$ cat config.mk
export PLATFORM = sky130hd
export DESIGN_NAME = activation_sa
export DESIGN_NICKNAME = d
export VERILOG_FILES = /design/src/rtl/activation_sa_pkg.sv /design/src/rtl/activation_sa_relu_unit.sv /design/src/rtl/activation_sa.sv
export SDC_FILE = /design/constraint.sdc
export NUM_CORES = 1
export LEC_CHECK = 0
export CAP_MARGIN = 20
export CORE_MARGIN = 4
export CORE_UTILIZATION = 30
export CTS_BUF_LIST = sky130_fd_sc_hd__clkbuf_8
export DETAILED_ROUTE_END_ITERATION = 12
export SYNTH_ARGS = -nofsm -noshare
export SYNTH_HDL_FRONTEND = slang
export SYNTH_HIERARCHICAL = 1
export SYNTH_SLANG_ARGS = --single-unit
export TNS_END_PERCENT = 30
$ cat constraint.sdc
create_clock -name clk -period 1 [get_ports clk]
set_input_delay 0.2 -clock clk [delete_from_list [all_inputs] [get_ports clk]]
set_output_delay 0.2 -clock clk [all_outputs]
set_load 0.02 [all_outputs]
$ cat src/rtl/activation_sa_pkg.sv
// Shared widths, result-beat type and reset constant for the ReLU stage.
package activation_sa_pkg;

    localparam int ACT_DATA_W = 8;
    localparam int ACT_ADDR_W = 10;

    // One result beat at the default widths, as handed to write-back.
    typedef struct packed {
        logic                  valid;
        logic                  last;
        logic [ACT_ADDR_W-1:0] addr;
        logic [ACT_DATA_W-1:0] data;
    } act_beat_t;

    localparam act_beat_t ACT_BEAT_ZERO = '0;

    localparam int ACT_BEAT_W = $bits(act_beat_t);

endpackage

$ cat src/rtl/activation_sa_relu_unit.sv
// Combinational ReLU: negative two's-complement inputs clamp to zero.
module relu_unit #(
    parameter int DATA_W = 8
) (
    input  logic [DATA_W-1:0] din,
    output logic [DATA_W-1:0] dout
);

    // Sign bit selects between zero and the unchanged value.
    always_comb begin
        dout = din;
        if (din[DATA_W-1]) dout = '0;
    end

endmodule

$ cat src/rtl/activation_sa.sv
// ReLU stage after the systolic-array accumulator; single register stage,
// one beat per cycle, no backpressure.
module activation_sa
    import activation_sa_pkg::*;
#(
    parameter int DATA_W = ACT_DATA_W,
    parameter int ADDR_W = ACT_ADDR_W
) (
    input  logic              clk,
    input  logic              rst,
    input  logic              acc_valid_i,
    input  logic              acc_last_i,
    input  logic [DATA_W-1:0] acc_result_i,
    input  logic [ADDR_W-1:0] acc_result_address_i,
    output logic [DATA_W-1:0] act_result_o,
    output logic [ADDR_W-1:0] act_result_address_o,
    output logic              act_last_o,
    output logic              act_valid_o
);

    // Same layout as act_beat_t, but sized by this instance's parameters.
    typedef struct packed {
        logic              valid;
        logic              last;
        logic [ADDR_W-1:0] addr;
        logic [DATA_W-1:0] data;
    } beat_t;

    beat_t             beat_q;
    logic [DATA_W-1:0] relu_d;

    relu_unit #(.DATA_W(DATA_W)) u_relu (
        .din  (acc_result_i),
        .dout (relu_d)
    );

    // Output register: flags follow the input every cycle, data/address
    // only load on valid beats and otherwise hold for the consumer to ignore.
    always_ff @(posedge clk) begin
        if (rst) begin
            beat_q <= '0;
        end else begin
            beat_q.valid <= acc_valid_i;
            beat_q.last  <= acc_valid_i & acc_last_i;
            if (acc_valid_i) begin
                beat_q.addr <= acc_result_address_i;
                beat_q.data <= relu_d;
            end
        end
    end

    assign act_valid_o          = beat_q.valid;
    assign act_last_o           = beat_q.last;
    assign act_result_address_o = beat_q.addr;
    assign act_result_o         = beat_q.data;

endmodule

* Word level (Yosys, flattened, before mapping)
Index checks and enable logic that the tools add are counted.
** Word-level totals
- Output and inout port bits :: 20
- Register bits after elaboration :: 20
- Input port bits :: 22
** Operators by class
- Mux-type cells :: 1
- Bitwise operators :: 1
** Operators by type and width (count)
- 7-bit 2-to-1 mux :: 1
- 1-bit bitwise AND :: 1

* Logic depth before layout (Yosys ltp)
- Depth in word-level cells :: 1
- Mapped depth :: 4

* By module
The synthesis kept the hierarchy.
** Modules (own cells, without submodules)
- activation_sa :: instances 1, area each 704.4 um^2, cells each 62
- relu_unit :: instances 1, area each 55.1 um^2, cells each 9

* Least setup slack after synthesis
OpenSTA, ideal clock, no wires.
- Kind :: input to register
- Start :: input acc_valid_i
- End :: register beat_q, in the netlist act_result_address_o[0]
- Path slack :: 0.186 ns
- Stages :: 4
- Path buffers :: 2
- Data arrival time :: 0.686 ns
- Required time :: 0.872 ns
- Cell sequence :: buf_6 buf_12 mux2i_1 nor2_1
** RTL lines
- from (decl) :: RTL line activation_sa.sv:11 : input logic acc_valid_i,
- to (decl) :: RTL line activation_sa.sv:29 : beat_t beat_q;

* Worst setup path after layout
- Start :: register beat_q, in the netlist act_result_o[6]
- End :: output act_result_o[6]
** RTL lines
- to (decl) :: RTL line activation_sa.sv:15 : output logic [DATA_W-1:0] act_result_o,
No word-level cell between the ends.

==> flow_metrics.env <==
export IMPL_grt_setup_unrepaired="no"
export IMPL_power_density_nw_per_um2=1511
export IMPL_start_util_pct=32.76
export IMPL_min_from="acc_result_i[7]"
export IMPL_synthTopCellsByCount="dfxtp_1 (20), mux2i_1 (18), nor2_1 (18), nor2b_1 (7), buf_4 (2)"
export IMPL_final_util_pct=49.22
export IMPL_wirelength_mm=1.607
export IMPL_postCtsSetupRepairBufs=0
export IMPL_cp_slowest_stage_delay_ps=340
export IMPL_grt_pass1_wl_mm=2.573
export IMPL_critPathLaunch="act_result_o[6]"
export IMPL_grt_antenna_before_repair=0
export IMPL_hold_depth=4
export IMPL_cts_buffers_inserted=3
export IMPL_r2r_end="act_result_address_o[7]"
export IMPL_row_count=17
export IMPL_drc=0
export IMPL_synth_ff_type="dfxtp_1"
export IMPL_min_period_ps=954.4
export IMPL_worstRegToRegCells=2
export IMPL_avgSynthCellArea_um2=10.70
export IMPL_fin_crit_sh_pct=95.44
export IMPL_r2r_start="act_result_address_o[7]"
export IMPL_hold_path_end="act_result_o[4]"
export IMPL_syn_inst=71
export IMPL_max_vdd_ir_drop_mv=0.6982
export IMPL_cp_max_fo=2
export IMPL_max_freq_ghz=1.048
export IMPL_cts_tree="done"
export IMPL_synth_cell_type_count=11
export IMPL_timing_hold_ws_ps=464.7
export IMPL_place_gp_congestion=0.6900
export IMPL_cp_cell_sequence="buf_2"
export IMPL_antenna_left=0
export IMPL_maxCapViolCount=0
export IMPL_cp_required_ps=800
export IMPL_min_path_type="in -> reg"
export IMPL_final_hold_violation_count=0
export IMPL_grt_max_degree=20
export IMPL_overflow=0
export IMPL_grt_pass1_vias=579
export IMPL_p_leak_nw=0.5672
export IMPL_path_buf_inv=1
export IMPL_synth_top_cell_area_share_pct=52.72
export IMPL_clock_path_buffers=2
export IMPL_drt_iter0_drc=12
export IMPL_worstSkewPairLatency_ps=240
export IMPL_critPathCaptureType="primary output"
export IMPL_setup_viol=0
export IMPL_drive_gt1_share_pct=23.01
export IMPL_antenna_cells=0
export IMPL_drtPass1Iterations=3
export IMPL_die_area_um2=3401
export IMPL_final_nets=136
export IMPL_clockRootBuffer="clkbuf_8"
export IMPL_multi_input_area_um2=309.0
export IMPL_syn_num_nets=93
export IMPL_synth_seq_area_share_pct=52.72
export IMPL_vias_per_cell=4.227
export IMPL_path_clk_slew_ps=70
export IMPL_num_fill_cells=241
export IMPL_synthArstFlopShare_pct=0
export IMPL_clock_sinks=20
export IMPL_fp_dieH_um=58.32
export IMPL_synth_edf_count=0
export IMPL_dp_cells=137
export IMPL_pin_count=42
export IMPL_core_area_um2=2318
export IMPL_rrSetupSlack_ps=390
export IMPL_yosysMostFrequentCell="dfxtp_1"
export IMPL_worst_setup_path_type="reg -> out"
export IMPL_critPathSlowestCell="dfxtp_1"
export IMPL_syn_cell_area_um2=759.5
export IMPL_startpoint_type="flip-flop"
export IMPL_yosys_area_top_type="dfxtp_1"
export IMPL_instances_no_fill=141
export IMPL_cts_htree_levels=1
export IMPL_die_w_um=58.32
export IMPL_arrival_ps=750
export IMPL_grt_use_total_pct=9.658
export IMPL_finClkSkew_ps=0
export IMPL_avgRoutedWirePerCell_um=11.40
export IMPL_finalMaxSlewViolations=0
export IMPL_setup_tns_ps=0
export IMPL_io_buffers=41
export IMPL_critPathTopFamily="flip-flops"
export IMPL_dp_hpwl_mm=1.194
export IMPL_synth_seq_cells=20
export IMPL_status="finished, final reports clean"
export IMPL_synth_area_leaders="dfxtp_1 (53%), mux2i_1 (24%), nor2_1 (8.9%), nor2b_1 (5.8%), buf_12 (2.6%)"
export IMPL_vias=596
export IMPL_area_growth_syn_to_layout_pct=50.25
export IMPL_seqCellArea_um2=400.4
export IMPL_ys_warn_count=6
[placed cells by master (no fill, tap or decap), types with 2 or more instances in the layout]
master,synthesis,routed
nor2b_1,7,7
nor2_1,18,18
clkdlybuf4s50_1,0,19
buf_4,2,2
buf_2,0,19
mux2i_1,18,18
clkbuf_8,0,4
dfxtp_1,20,20
[sequential cells by signal (all words and copies together) (netlist names)]
name                  cells
act_valid_o               1
act_result_o              8
act_last_o                1
act_result_address_o     10
[worst register-to-register path: cells and delay by family, from the launching register on]
kind | cells | cell delay (ps)
flip-flops | 1 | 310
multiplexers | 1 | 130
AND/OR/NAND/NOR | 1 | 60
[power by group]
| part | internal [mW] | leakage, nW | switching, mW |
|---|---|---|---|
| Sequential | 0.838 | 0.165 | 0.0166 |
| Combinational | 0.155 | 0.374 | 0.135 |
| Clock | 0.349 | 0.0288 | 0.231 |
| Total | 1.34 | 0.567 | 0.383 |
[through the flow]
step,setup WS [ps],total power [mW],area (µm²)
global placement,-265.7,1.205,1182
CTS,-19.77,1.761,1142
detailed placement,-288.9,1.208,1182
finish,45.57,1.725,1141
floorplan,186.2,1.034,759.5
global route,0.2710,1.820,1141
[repair_timing]
| item | CTS | global route |
|---|---|---|
| endpoints found under the setup margin | 38 | 6 |
| gates resized for setup | 80 | 3 |
| pin swaps | 0 | 0 |
| hold buffers | 0 | 0 |
[per-layer routing]
metal | global-route usage (%) | wire length, µm
met5 | 0 | 0
met1 | 13.12 | 752
met4 | 2.980 | 0
met3 | 3.509 | 209
met2 | 14.19 | 645
[final cells by class]
| cell class | instances | share of cell area (%) |
|---|---|---|
| flip-flops and latches | 20 | 35.09 |
| repair buffers | 43 | 29.93 |
| multi-input cells | 46 | 27.08 |
| clock buffers | 4 | 4.825 |
| well taps | 28 | 3.070 |
[kinds of logic (layout without fill, tap and decap cells)]
family                 Yosys count  after routing  synth area share (%)
buffers and inverters            5             47                 6.589
AND/OR/NAND/NOR                 27             27                 16.47
multiplexers                    18             18                 23.72
other                            1              1                0.4938
flip-flops                      20             20                 52.72
[worst max path at each step]
stage	endpoint	slack (ps)	cells past startpoint
floorplan	act_result_address_o[0]	190	4
global placement	act_result_address_o[9]	-270	4
detailed placement	act_result_address_o[7]	-290	4
CTS	act_last_o	-20	1
global route	act_result_o[4]	0.3	1
finish	act_result_o[6]	50	1
Note: power is estimated with default switching activity, not from simulation.
